$ cat src/rtl/count_seq_pkg.sv
// count_seq_pkg
//   Shared definitions for the count_seq sequencer and its counter core:
//   default counter width and the sequencer state enumeration.
package count_seq_pkg;

  localparam int unsigned COUNT_SEQ_WIDTH = 3;

  typedef enum logic [1:0] {
    S_IDLE = 2'd0,
    S_RUN  = 2'd1,
    S_HOLD = 2'd2,
    S_DONE = 2'd3
  } state_e;

endpackage

$ cat src/rtl/cnt_core.sv
// cnt_core
//   WIDTH-bit counter register with synchronous controls.
//   Ports:
//     clk      - clock, rising edge
//     clr      - synchronous clear to zero (highest priority)
//     ld_zero  - synchronous load of zero (used for continuous-mode wrap)
//     en       - increment by one when neither clr nor ld_zero is set
//     q        - registered count
module cnt_core
  import count_seq_pkg::*;
#(
  parameter int unsigned WIDTH = COUNT_SEQ_WIDTH
) (
  input  logic             clk,
  input  logic             clr,
  input  logic             ld_zero,
  input  logic             en,
  output logic [WIDTH-1:0] q
);

  logic [WIDTH-1:0] cnt_q;
  logic [WIDTH-1:0] cnt_d;

  always_comb begin
    cnt_d = cnt_q;
    if (clr || ld_zero) begin
      cnt_d = '0;
    end else if (en) begin
      cnt_d = cnt_q + WIDTH'(1);
    end
  end

  always_ff @(posedge clk) begin
    cnt_q <= cnt_d;
  end

  assign q = cnt_q;

endmodule

$ cat src/rtl/count_seq.sv
// count_seq
//   Run-controlled counter sequencer. A start accepted in IDLE latches the
//   terminal count (len) and mode (cont); the count then runs 0..len_r,
//   either finishing with a one-cycle done pulse or, in continuous mode,
//   wrapping back to 0 with a one-cycle wrap pulse. pause freezes the count,
//   abort cancels the run, rst returns everything to IDLE.
//   Ports:
//     clk   - clock, rising edge
//     rst   - synchronous active-high reset
//     start - run request, only honoured in IDLE
//     len   - terminal count, latched on accepted start
//     cont  - continuous mode, latched on accepted start
//     pause - level, freezes the count while high
//     abort - level, cancels an active run
//     q     - registered current count
//     busy  - high while in RUN or HOLD
//     done  - one-cycle pulse when a non-continuous run completes
//     wrap  - one-cycle pulse when q returns to 0 in continuous mode
module count_seq
  import count_seq_pkg::*;
#(
  parameter int unsigned WIDTH = COUNT_SEQ_WIDTH
) (
  input  logic             clk,
  input  logic             rst,
  input  logic             start,
  input  logic [WIDTH-1:0] len,
  input  logic             cont,
  input  logic             pause,
  input  logic             abort,
  output logic [WIDTH-1:0] q,
  output logic             busy,
  output logic             done,
  output logic             wrap
);

  state_e           state_q, state_d;
  logic [WIDTH-1:0] len_q, len_d;
  logic             cont_q, cont_d;
  logic             wrap_q, wrap_d;

  logic             cnt_clr;
  logic             cnt_ld_zero;
  logic             cnt_en;
  logic [WIDTH-1:0] cnt_val;
  logic             at_term;

  cnt_core #(
    .WIDTH (WIDTH)
  ) u_cnt (
    .clk     (clk),
    .clr     (cnt_clr),
    .ld_zero (cnt_ld_zero),
    .en      (cnt_en),
    .q       (cnt_val)
  );

  assign at_term = (cnt_val == len_q);

  // HOLD with pause released is evaluated exactly like RUN, so counting
  // restarts on the release edge and a pause of N cycles delays completion
  // by exactly N cycles.
  always_comb begin
    state_d     = state_q;
    len_d       = len_q;
    cont_d      = cont_q;
    wrap_d      = 1'b0;
    cnt_clr     = 1'b0;
    cnt_ld_zero = 1'b0;
    cnt_en      = 1'b0;

    if (rst) begin
      state_d = S_IDLE;
      len_d   = '0;
      cont_d  = 1'b0;
      cnt_clr = 1'b1;
    end else begin
      unique case (state_q)
        S_IDLE: begin
          cnt_clr = 1'b1;
          if (start) begin
            len_d   = len;
            cont_d  = cont;
            state_d = S_RUN;
          end
        end
        S_RUN, S_HOLD: begin
          if (abort) begin
            state_d = S_IDLE;
            cnt_clr = 1'b1;
          end else if (pause) begin
            state_d = S_HOLD;
          end else if (at_term) begin
            if (cont_q) begin
              state_d     = S_RUN;
              cnt_ld_zero = 1'b1;
              wrap_d      = 1'b1;
            end else begin
              state_d = S_DONE;
            end
          end else begin
            state_d = S_RUN;
            cnt_en  = 1'b1;
          end
        end
        S_DONE: begin
          state_d = S_IDLE;
          cnt_clr = 1'b1;
        end
        default: begin
          state_d = S_IDLE;
          cnt_clr = 1'b1;
        end
      endcase
    end
  end

  always_ff @(posedge clk) begin
    state_q <= state_d;
    len_q   <= len_d;
    cont_q  <= cont_d;
    wrap_q  <= wrap_d;
  end

  assign q    = cnt_val;
  assign busy = (state_q == S_RUN) || (state_q == S_HOLD);
  assign done = (state_q == S_DONE);
  assign wrap = wrap_q;

endmodule

$ cat config.mk
export PLATFORM = sky130hd
export DESIGN_NAME = count_seq
export DESIGN_NICKNAME = d
export VERILOG_FILES = /design/src/rtl/count_seq_pkg.sv /design/src/rtl/cnt_core.sv /design/src/rtl/count_seq.sv
export SDC_FILE = /design/constraint.sdc
export NUM_CORES = 1
export LEC_CHECK = 0
export ABC_AREA = 1
export CELL_PAD_IN_SITES_DETAIL_PLACEMENT = 1
export CELL_PAD_IN_SITES_GLOBAL_PLACEMENT = 1
export CORE_MARGIN = 4
export CORE_UTILIZATION = 27
export DETAILED_ROUTE_END_ITERATION = 6
export MAX_ROUTING_LAYER = met4
export PLACE_DENSITY_LB_ADDON = 0.2
export RECOVER_POWER = 100
export SYNTH_ARGS = -nofsm -noshare
export SYNTH_HDL_FRONTEND = slang
export SYNTH_SLANG_ARGS = --single-unit
$ cat constraint.sdc
create_clock -name clk -period 1.35 [get_ports clk]
set_input_delay 0.405 -clock clk [delete_from_list [all_inputs] [get_ports clk]]
set_output_delay 0.405 -clock clk [all_outputs]
set_load 0.02 [all_outputs]
==> results of run 1 <==
## registers in the layout (all words and copies together), names as in the netlist
| name | count |
|---|---|
| cont_q | 1 |
| len_q | 3 |
| state_q | 2 |
| u_cnt.q | 3 |
| wrap | 1 |
## power by group through the flow
| stage | sequential [mW] | clock (mW) | combinational [mW] |
|---|---|---|---|
| floorplan | 0.329 | 0 | 0.111 |
| global placement | 0.329 | 0 | 0.186 |
| detailed placement | 0.331 | 0 | 0.193 |
| CTS | 0.326 | 0.290 | 0.221 |
| global route | 0.330 | 0.309 | 0.256 |
| finish | 0.326 | 0.281 | 0.232 |
## repair_timing
action                     4_1_cts  5_1_grt
gates resized for setup         29       12
cloned                           0        0
setup endpoints to repair       11       12
hold endpoints to repair         0        0
hold buffers                     0        0
pin swaps                        3        9
buffers inserted                 2        0
## worst paths after layout
kind / start / endpoint
max reg2reg: state_q[0] / u_cnt.q[1]
min reg2reg: len_q[0] / len_q[0]
max: state_q[0] / busy
min: len_q[0] / len_q[0]
## kinds of logic (layout without fill, tap and decap cells)
family / count (synthesis) / in the layout / synth area share [%]
AND/OR/NAND/NOR: 30 / 30 / 26.0
AO/OA/AOI/OAI: 14 / 14 / 14.6
buffers and inverters: 12 / 41 / 8.91
flip-flops: 10 / 10 / 39.6
adder cells (fa/ha/maj): 3 / 3 / 7.43
XOR/XNOR: 2 / 2 / 3.47
## final cells by class
type	count	share of cell area [%]
clock buffers	4	4.24
inverters	12	5.26
multi-input cells	49	38.2
flip-flops and latches	10	23.7
well taps	25	3.65
repair buffers	25	25.0
## cell usage in the layout (no fill, tap or decap)
cell type,netlist,layout
a21oi_1,8,7
a21oi_2,0,1
a221oi_1,1,1
buf_4,0,9
buf_6,0,4
clkbuf_1,0,3
clkbuf_4,0,3
clkbuf_8,0,1
clkdlybuf4s15_1,0,1
clkdlybuf4s50_1,0,8
dfxtp_1,10,8
dfxtp_2,0,2
ha_1,3,1
ha_4,0,2
inv_1,10,8
inv_2,2,4
nand2_1,18,16
nand2_2,1,2
nand2_4,0,1
nand3_1,1,1
nand3_2,1,1
nand4_1,1,1
nor2_1,7,4
nor2_2,0,1
nor2_4,0,2
nor3_4,0,1
o21ai_0,4,4
o21ai_2,0,1
xnor2_1,1,1
xor2_1,1,1
## worst max-delay path, delay by kind of cell, from the launching register on
kind | cells | cell delay, ns
DFF | 1 | 0.33
buffers and inverters | 2 | 0.16
adders and majority gates | 1 | 0.27
## layer usage
| metal | up-vias | GRT usage (%) | share of wire (%) |
|---|---|---|---|
| li1 | 281 | - | - |
| met2 | 10 | 22.3 | 49 |
| met1 | 244 | 13.9 | 43 |
| met5 | - | - | 0 |
| met4 | 0 | 10.5 | 3.2 |
| met3 | 5 | 5.25 | 4.9 |
==> metrics, run 1 <==
Min Hold Slack=0.486 ns; synth top area cells=dfxtp_1, nand2_1, a21oi_1, ha_1, inv_1; Hold Path Class=reg2reg; Inst Count DP=120; Max-Cap Viols=0; fin cells=between 100 and 150; mapped cell area=505 um2; Logic pwr share=around 28%; EDFF count, synth=0; total gr overflow=0; die area=0.00263 mm2; kind of end point of the critical path=output pin; CP max FO=2; initial antenna violation count=0; overall power=0.839 mW; max incr delay on CP=0.33 ns; core area=0.00175 mm2; Seq/Total Area, Yosys=39.6%; sequential power share=38.9%; gpl congestion=a little over 0.7; drt first pass iters=2; TritonCTS Sinks=10; Worst R2R Setup Slack=-0.05 ns; Row Count=15; initial core utilization=29.0%; GRT Util Overall=14.0%; Final Hold Fails=0; most frequent cells after synthesis=nand2_1, dfxtp_1, inv_1; Post-Syn Instances=71; count leader, synth=nand2_1; leakage=between 0.3 and 0.4 nW; die height=about 51 um; fillers=237; internal power=~0.6 mW; remaining antenna violation count after routing=0; asr flop ratio synth=0%; CP max stage cell=dfxtp_2; total number of vias=540; P_sw=0.245 mW; area delta synth->final=69.3%; Critical Path Source Type=register; HPWL Detailed=roughly 1.1 mm; synthesized net count=83; Critical Setup Path Class=reg2out; Die Width=51.3 um; Slew Limit Fails=0; R2R depth=8; #FFs+latches synth=10; DR DRC count=0; yosys warns=0; CTS buffer count=3; post-route setup TNS=-0.318 ns; Sw Ratio=29.2%; Final Cycle Share=107%; Worst-Margin Slew=0.263 ns; clk_lat worst skew=0.28 ns; post-place instance area=768 um2; pwr dens=a little under 1000 mW/mm2; Max IR drop VDD=between 0.5 and 0.6 mV; failing checks=negative setup slack; worst endpoint data arrival time=about 1.0 ns; clock slew at reported path FFs=0.07 ns; Register Area=203 um2; Clock Power Share=33.5%; maximum clock insertion buffer count=2; Synth area leader=dfxtp_1; WL per Instance=around 11 um; CTS Root Cell=clkbuf_4; pre-CTS setup slack=-0.306 ns; Multi-input gate area=327 um2; Max transition margin=slightly above 80%; CP Data Required Time=about 0.95 ns; status=finished with violations; mean area per synthesized cell=just over 7 um2; first-pass GRT wire length=2.53 mm; CTS H-tree depth=1; critical path cell sequence=inv_2, ha_4, buf_6; final worst slack=-0.0976 ns; total I/O pin count=15; CTS tree=built; top flip-flop cell by instance count after synthesis=dfxtp_1; largest net degree at the start of global routing=8; fmax=0.691 GHz; final core utilization=slightly below 50%; endpoints failing setup=5; diode count=0; vias in the first global route=~570; DRT iter0 DRCs=6; worst hold stages=2; final wirelength=between 1 and 1.5 mm; vias per inst=between 4 and 5; Distinct cells, synth=17; RSZ-0062 raised after global routing=yes; minimum clock period=1.45 ns; final cell area excluding filler cells=856 um2; Synth top area share=39.6%; Layout Nets=113; Port Buffers=14; Clock Skews=0.00115 ns; share of cells above drive strength 1=between 30% and 40%
No activity file was read; power rests on OpenSTA's default activity.
==> run 2: changes to the inputs <==
--- a/config.mk
+++ b/config.mk
@@ -10,6 +10,7 @@
 export CELL_PAD_IN_SITES_GLOBAL_PLACEMENT = 1
 export CORE_MARGIN = 4
 export CORE_UTILIZATION = 27
+export CTS_CLUSTER_DIAMETER = 60
 export DETAILED_ROUTE_END_ITERATION = 6
 export MAX_ROUTING_LAYER = met4
 export PLACE_DENSITY_LB_ADDON = 0.2
@@ -17,3 +18,4 @@
 export SYNTH_ARGS = -nofsm -noshare
 export SYNTH_HDL_FRONTEND = slang
 export SYNTH_SLANG_ARGS = --single-unit
+export TNS_END_PERCENT = 20
==> run 2 against run 1 <==
Against the previous run: the run still ends with negative setup slack left; critical path depth unchanged; worst hold slack about the same; via count up 0.74%; setup slack worse by 0.0083 ns; power down 2.0%; maximum frequency down 0.57%; final cell count unchanged.
==> metrics, run 2 (same netlist as run 1, synthesis figures left out) <==
status=finished with violations; failing checks=negative setup slack; total gr overflow=0 (unchanged); worst endpoint data arrival time=1.05 ns (about the same); kind of end point of the critical path=output pin; final worst slack=-0.106 ns (-0.00826 ns); Hold-fix buffers, CTS=0 (unchanged); total I/O pin count=15 (unchanged); total number of vias=544 (+0.74%); leading cell type in the layout, fill and taps excluded=nand2_1; Die Width=51.3 um (unchanged); share of cells above drive strength 1=33.0% (-2.0 points); fin cells=125 (unchanged); WL per Instance=11.1 um (-1.9%); CP Data Required Time=0.95 ns (about the same); clock slew at reported path FFs=0.07 ns (about the same); pre-CTS setup slack=-0.306 ns (unchanged); CTS H-tree depth=1 (unchanged); CTS tree=built; initial antenna violation count=0 (unchanged); Worst R2R Setup Slack=-0.06 ns (about the same); area delta synth->final=66.1%; leakage=0.369 nW (-0.45%); Max IR drop VDD=0.534 mV (+0.38%); clk_lat worst skew=0.27 ns (about the same); CTS Root Cell=clkbuf_4; pwr dens=979 mW/mm2 (-0.13%); final core utilization=48.1% (-0.93 points); Critical Path Source Type=register; post-route setup TNS=-0.339 ns (-0.0204 ns); die area=0.00263 mm2 (unchanged); first-pass GRT wire length=2.48 mm (-2.2%); core area=0.00175 mm2 (unchanged); Clock Skews=0.00365 ns (+0.00250 ns); maximum clock insertion buffer count=2 (unchanged); minimum clock period=1.46 ns (+0.00826 ns); vias per inst=4.35 (+0.74%); DRT iter0 DRCs=2 (-4); DR DRC count=0 (unchanged); Port Buffers=14 (unchanged); Critical Setup Path Class=reg2out; endpoints failing setup=5 (unchanged); Layout Nets=113 (unchanged); fmax=0.687 GHz (-0.57%); HPWL Detailed=1.10 mm (unchanged); gpl congestion=0.713 (unchanged); TritonCTS Sinks=10 (unchanged); initial core utilization=29.0% (unchanged); CTS buffer count=3 (unchanged); Hold Path Class=reg2reg; Max transition margin=82.5% (about the same); die height=51.3 um (unchanged); vias in the first global route=555 (-3.1%); final wirelength=1.38 mm (-1.9%); CP max FO=2 (unchanged); GRT Util Overall=13.7% (-0.31 points); Final Cycle Share=108% (+0.61 points); commonest cells after routing, fill and taps aside=nand2_1, buf_4, inv_1, a21oi_1, dfxtp_1; RSZ-0062 raised after global routing=yes; Slew Limit Fails=0 (unchanged); drt first pass iters=2 (unchanged); Worst-Margin Slew=0.263 ns (+0.000223 ns); Inst Count DP=120 (unchanged); Max-Cap Viols=0 (unchanged); diode count=0 (unchanged); Row Count=15 (unchanged); fillers=234 (-1.3%); largest net degree at the start of global routing=8 (unchanged); Final Hold Fails=0 (unchanged); remaining antenna violation count after routing=0 (unchanged)
==> run 2: path summary, 6_finish.rpt <==
path	to	startpoint	cells after the start
worst max-delay path	busy	state_q[0]	3
worst max register to register	u_cnt.q[1]	state_q[0]	8
worst min-delay path	len_q[0]	len_q[0]	2
worst min register to register	len_q[0]	len_q[0]	2
==> run 2: layout make-up <==
class / instances / area [um2] / area share (%)
flip-flops and latches: 10 / 203 / 24.1
clock buffers: 4 / 36.3 / 4.32
inverters: 12 / 45.0 / 5.37
well taps: 25 / 31.3 / 3.73
multi-input cells: 49 / 318 / 37.9
repair buffers: 25 / 206 / 24.6
==> run 2: timing repair <==
| item | 4_1_cts | 5_1_grt |
|---|---|---|
| endpoints found under the setup margin | 11 | 12 |
| buffers inserted | 0 | 1 |
| pin swaps | 0 | 2 |
| resized for setup | 27 | 10 |
==> run 2: worst max-delay path: stages, from the launching register on <==
cell and delay, ns:
dfxtp_2 0.33, inv_2 0.05, ha_4 0.26, buf_4 0.13
==> run 2: metrics by stage <==
step / hold WS, ns / power, mW / instance area, um2
after floorplan: 0.443 / 0.440 / 522
after global placement: 0.462 / 0.516 / 768
after detailed placement: 0.475 / 0.524 / 768
after CTS: 0.485 / 0.821 / 831
after global routing: 0.531 / 0.886 / 840
final: 0.487 / 0.822 / 840
==> run 2: report_power, final <==
group / switching (mW) / internal (mW)
Sequential: 0.0117 / 0.315
Clock: 0.110 / 0.164
Combinational: 0.112 / 0.109
Total: 0.234 / 0.588
==> run 2: routing by layer <==
metal	vias to the layer above	GRT usage, %	wire length, um
li1	281	-	-
met1	248	13.8	617
met2	10	21.5	659
met3	5	5.25	64
met4	0	10.5	42
met5	-	-	0
==> run 3: changes to the inputs <==
--- a/config.mk
+++ b/config.mk
@@ -5,11 +5,10 @@
 export SDC_FILE = /design/constraint.sdc
 export NUM_CORES = 1
 export LEC_CHECK = 0
-export ABC_AREA = 1
 export CELL_PAD_IN_SITES_DETAIL_PLACEMENT = 1
 export CELL_PAD_IN_SITES_GLOBAL_PLACEMENT = 1
 export CORE_MARGIN = 4
-export CORE_UTILIZATION = 27
+export CORE_UTILIZATION = 29
 export CTS_CLUSTER_DIAMETER = 60
 export DETAILED_ROUTE_END_ITERATION = 6
 export MAX_ROUTING_LAYER = met4
==> run 3 against run 2 <==
Against the previous run: the flow still finishes with violations (negative setup slack); maximum frequency is 3.5% lower; global-route usage down 1.1 points; final cell count shrank 19%; count of clock-buffer cells in the layout unchanged; sequential power is 1% lower; critical path type unchanged; largest cell class unchanged.
==> metrics, run 3 <==
endpoints failing setup=6 (+1); xor and xnor fraction of the mapped netlist area=5.24% (+1.8 points); final wirelength=1.37 mm (-0.72%); internal power=0.589 mW (+0.15%); minimum clock period=1.51 ns (+0.0527 ns); total gr overflow=0 (unchanged); failing checks=negative setup slack; gpl congestion=0.715 (+0.32%); DR WL met2=712 um (+8.0%); remaining antenna violation count after routing=0 (unchanged); Synth Area in Simple Gates=25.4% (-0.55 points); Critical Setup Path Class=reg2out; diode count=0 (unchanged); Adder-Cell Fraction of Synth Area=7.48% (+0.056 points); EDFF count, synth=0 (unchanged); synth top area cells=dfxtp_1, ha_1, a21oi_1, xnor2_1, nand3_1; sequential power share=40.1% (+0.4 points); most frequent CP cell=buf_6; die height=49.6 um (-3.3%); count leader, synth=dfxtp_1; leakage=0.362 nW (-1.7%); Worst-Margin Slew=0.234 ns (-0.0294 ns); Critical Path Source Type=register; core area=0.00158 mm2 (-9.7%); initial core utilization=31.8% (+2.9 points); yosys warns=0 (unchanged); max incr delay on CP=0.33 ns (about the same); Max IR drop VDD=0.766 mV (+43%); post-synthesis compound-gate area fraction=17.5% (+2.9 points); critical path cell sequence=buf_4, buf_6, ha_4, buf_6; worst endpoint data arrival time=1.10 ns (+0.05 ns); RSZ-0062 raised after global routing=yes; area delta synth->final=67.1%; #FFs+latches synth=10 (unchanged); share of cells above drive strength 1=41.2% (+8.2 points); CP max FO=2 (unchanged); DRT iter0 DRCs=4 (+2); WL per Instance=13.6 um (+23%); maximum clock insertion buffer count=2 (unchanged); largest net degree at the start of global routing=8 (unchanged); Hold-fix buffers, CTS=0 (unchanged); Row Count=14 (-1); Sw Ratio=26.9% (-1.6 points); clock slew at reported path FFs=0.07 ns (about the same); DR DRC count=0 (unchanged); status=finished with violations; CTS buffer count=3 (unchanged); P_sw=0.216 mW (-7.4%); HPWL Detailed=1.06 mm (-3.4%); Die Width=49.6 um (-3.3%); leading cell type in the layout, fill and taps excluded=buf_4; Max-Cap Viols=0 (unchanged); critical path buffer and inverter count=3 (+1); final worst slack=-0.159 ns (-0.0527 ns); Synth area leader=dfxtp_1; total number of vias=499 (-8.3%); clk_lat worst skew=0.27 ns (about the same); mux contribution to synthesized area=0% (unchanged); met3 routed WL=73 um (+14%); Distinct cells, synth=21 (+4); TritonCTS Sinks=10 (unchanged); kind of end point of the critical path=output pin; vias in the first global route=495 (-11%); overall power=0.806 mW (-2.0%); Post-Syn Instances=55 (-23%); die area=0.00246 mm2 (-6.4%); Clock Power Share=33.6% (+0.2 points); vias per inst=4.94 (+14%); CTS tree=built; Layout Nets=98 (-13%); Slew Limit Fails=0 (unchanged); initial antenna violation count=0 (unchanged); mapped cell area=502 um2 (-0.74%); top flip-flop cell by instance count after synthesis=dfxtp_1; Hold Path Class=in2reg; commonest cells after routing, fill and taps aside=buf_4, dfxtp_1, clkdlybuf4s50_1; GRT Util Overall=12.6% (-1.1 points); mean area per synthesized cell=9.12 um2 (+28%); pwr dens=961 mW/mm2 (-1.9%); CP max stage cell=dfxtp_2; drt first pass iters=4 (+2); synthesized net count=67 (-19%); CP Data Required Time=0.95 ns (about the same); CTS H-tree depth=1 (unchanged); Final Cycle Share=112% (+3.9 points); Seq/Total Area, Yosys=39.9% (+0.30 points); CTS Root Cell=clkbuf_4; total I/O pin count=15 (unchanged); Post-Route M1 WL=575 um (-6.8%); Port Buffers=14 (unchanged); Final Hold Fails=0 (unchanged); fmax=0.663 GHz (-3.5%); first-pass GRT wire length=2.26 mm (-8.9%); Logic pwr share=26.2% (-0.7 points); fillers=178 (-24%); Max transition margin=84.3% (+1.8 points); cell family with most CP delay=buffers and inverters; combinational family with the most area after synthesis=simple AND/OR/NAND/NOR gates; Clock Skews=0.00658 ns (+0.00293 ns); fin cells=101 (-19%); Top Metal Used=met4; most frequent cells after synthesis=dfxtp_1, a21oi_1, nand2_1, nand3_1, nor2_1; Inst Count DP=94 (-22%); Synth top area share=39.9% (+0.30 points); asr flop ratio synth=0% (unchanged)
==> run 3: final timing paths <==
path	from	to	slack, ns	cells past startpoint
worst max register to register	state_q[1]	u_cnt.q[1]	-0.13	5
worst max-delay path	state_q[1]	done	-0.16	4
worst min register to register	len_q[0]	len_q[0]	0.47	2
worst min-delay path	pause	wrap	0.45	2
==> run 3: worst reg2reg max path, stage by stage, from the launching register on <==
cell,delay [ns]
dfxtp_2,0.34
inv_2,0.05
ha_4,0.27
or3b_4,0.44
nor3b_2,0.19
a32o_2,0.13
==> run 3: through the flow <==
step | TNS (ns) | hold slack (ns) | instance area (um2) | setup slack [ns] | util (%)
global placement | -2.00 | 0.450 | 741 | -0.319 | 47.0
detailed placement | -2.24 | 0.462 | 741 | -0.381 | 47.0
floorplan | -0.158 | 0.433 | 517 | -0.0600 | -
finish | -0.612 | 0.446 | 838 | -0.159 | 53.2
CTS | -0.552 | 0.474 | 811 | -0.150 | 51.4
global route | -1.08 | 0.456 | 838 | -0.200 | 53.2
==> run 3: area by class of cell <==
cell class,instances,area (um2),share of cell area [%]
inverter,3,11.3,1.34
sequential,10,204,24.3
clock buffer,4,36.3,4.33
multi-input combinational,41,329,39.3
tap,16,20.0,2.39
timing repair buffer,27,238,28.4
==> run 3: cells by family after synthesis <==
| family | after synthesis |
|---|---|
| AO/OA/AOI/OAI | 12 |
| XOR/XNOR | 3 |
| adder cells (fa/ha/maj) | 3 |
| buffers and inverters | 4 |
| flip-flops | 10 |
| AND/OR/NAND/NOR | 23 |
==> run 3: metal layers <==
layer,vias to the layer above,GRT usage [%]
met4,0,4.15
met3,2,5.12
met1,227,13.1
met5,-,-
met2,11,21.6
li1,259,-
==> run 3: timing repair <==
action / 4_1_cts / 5_1_grt
buffers inserted: 0 / 3
gates resized for setup: 26 / 7
setup endpoints to repair: 11 / 10
hold endpoints to repair: 0 / 0
pin swaps: 1 / 4
==> run 3: power groups by stage <==
stage | Sequential (mW) | Clock [mW] | Combinational [mW]
2_1_floorplan | 0.329 | 0 | 0.111
3_3_place_gp | 0.329 | 0 | 0.189
3_5_place_dp | 0.330 | 0 | 0.190
4_1_cts | 0.324 | 0.286 | 0.198
5_1_grt | 0.326 | 0.295 | 0.235
6_report | 0.323 | 0.271 | 0.211
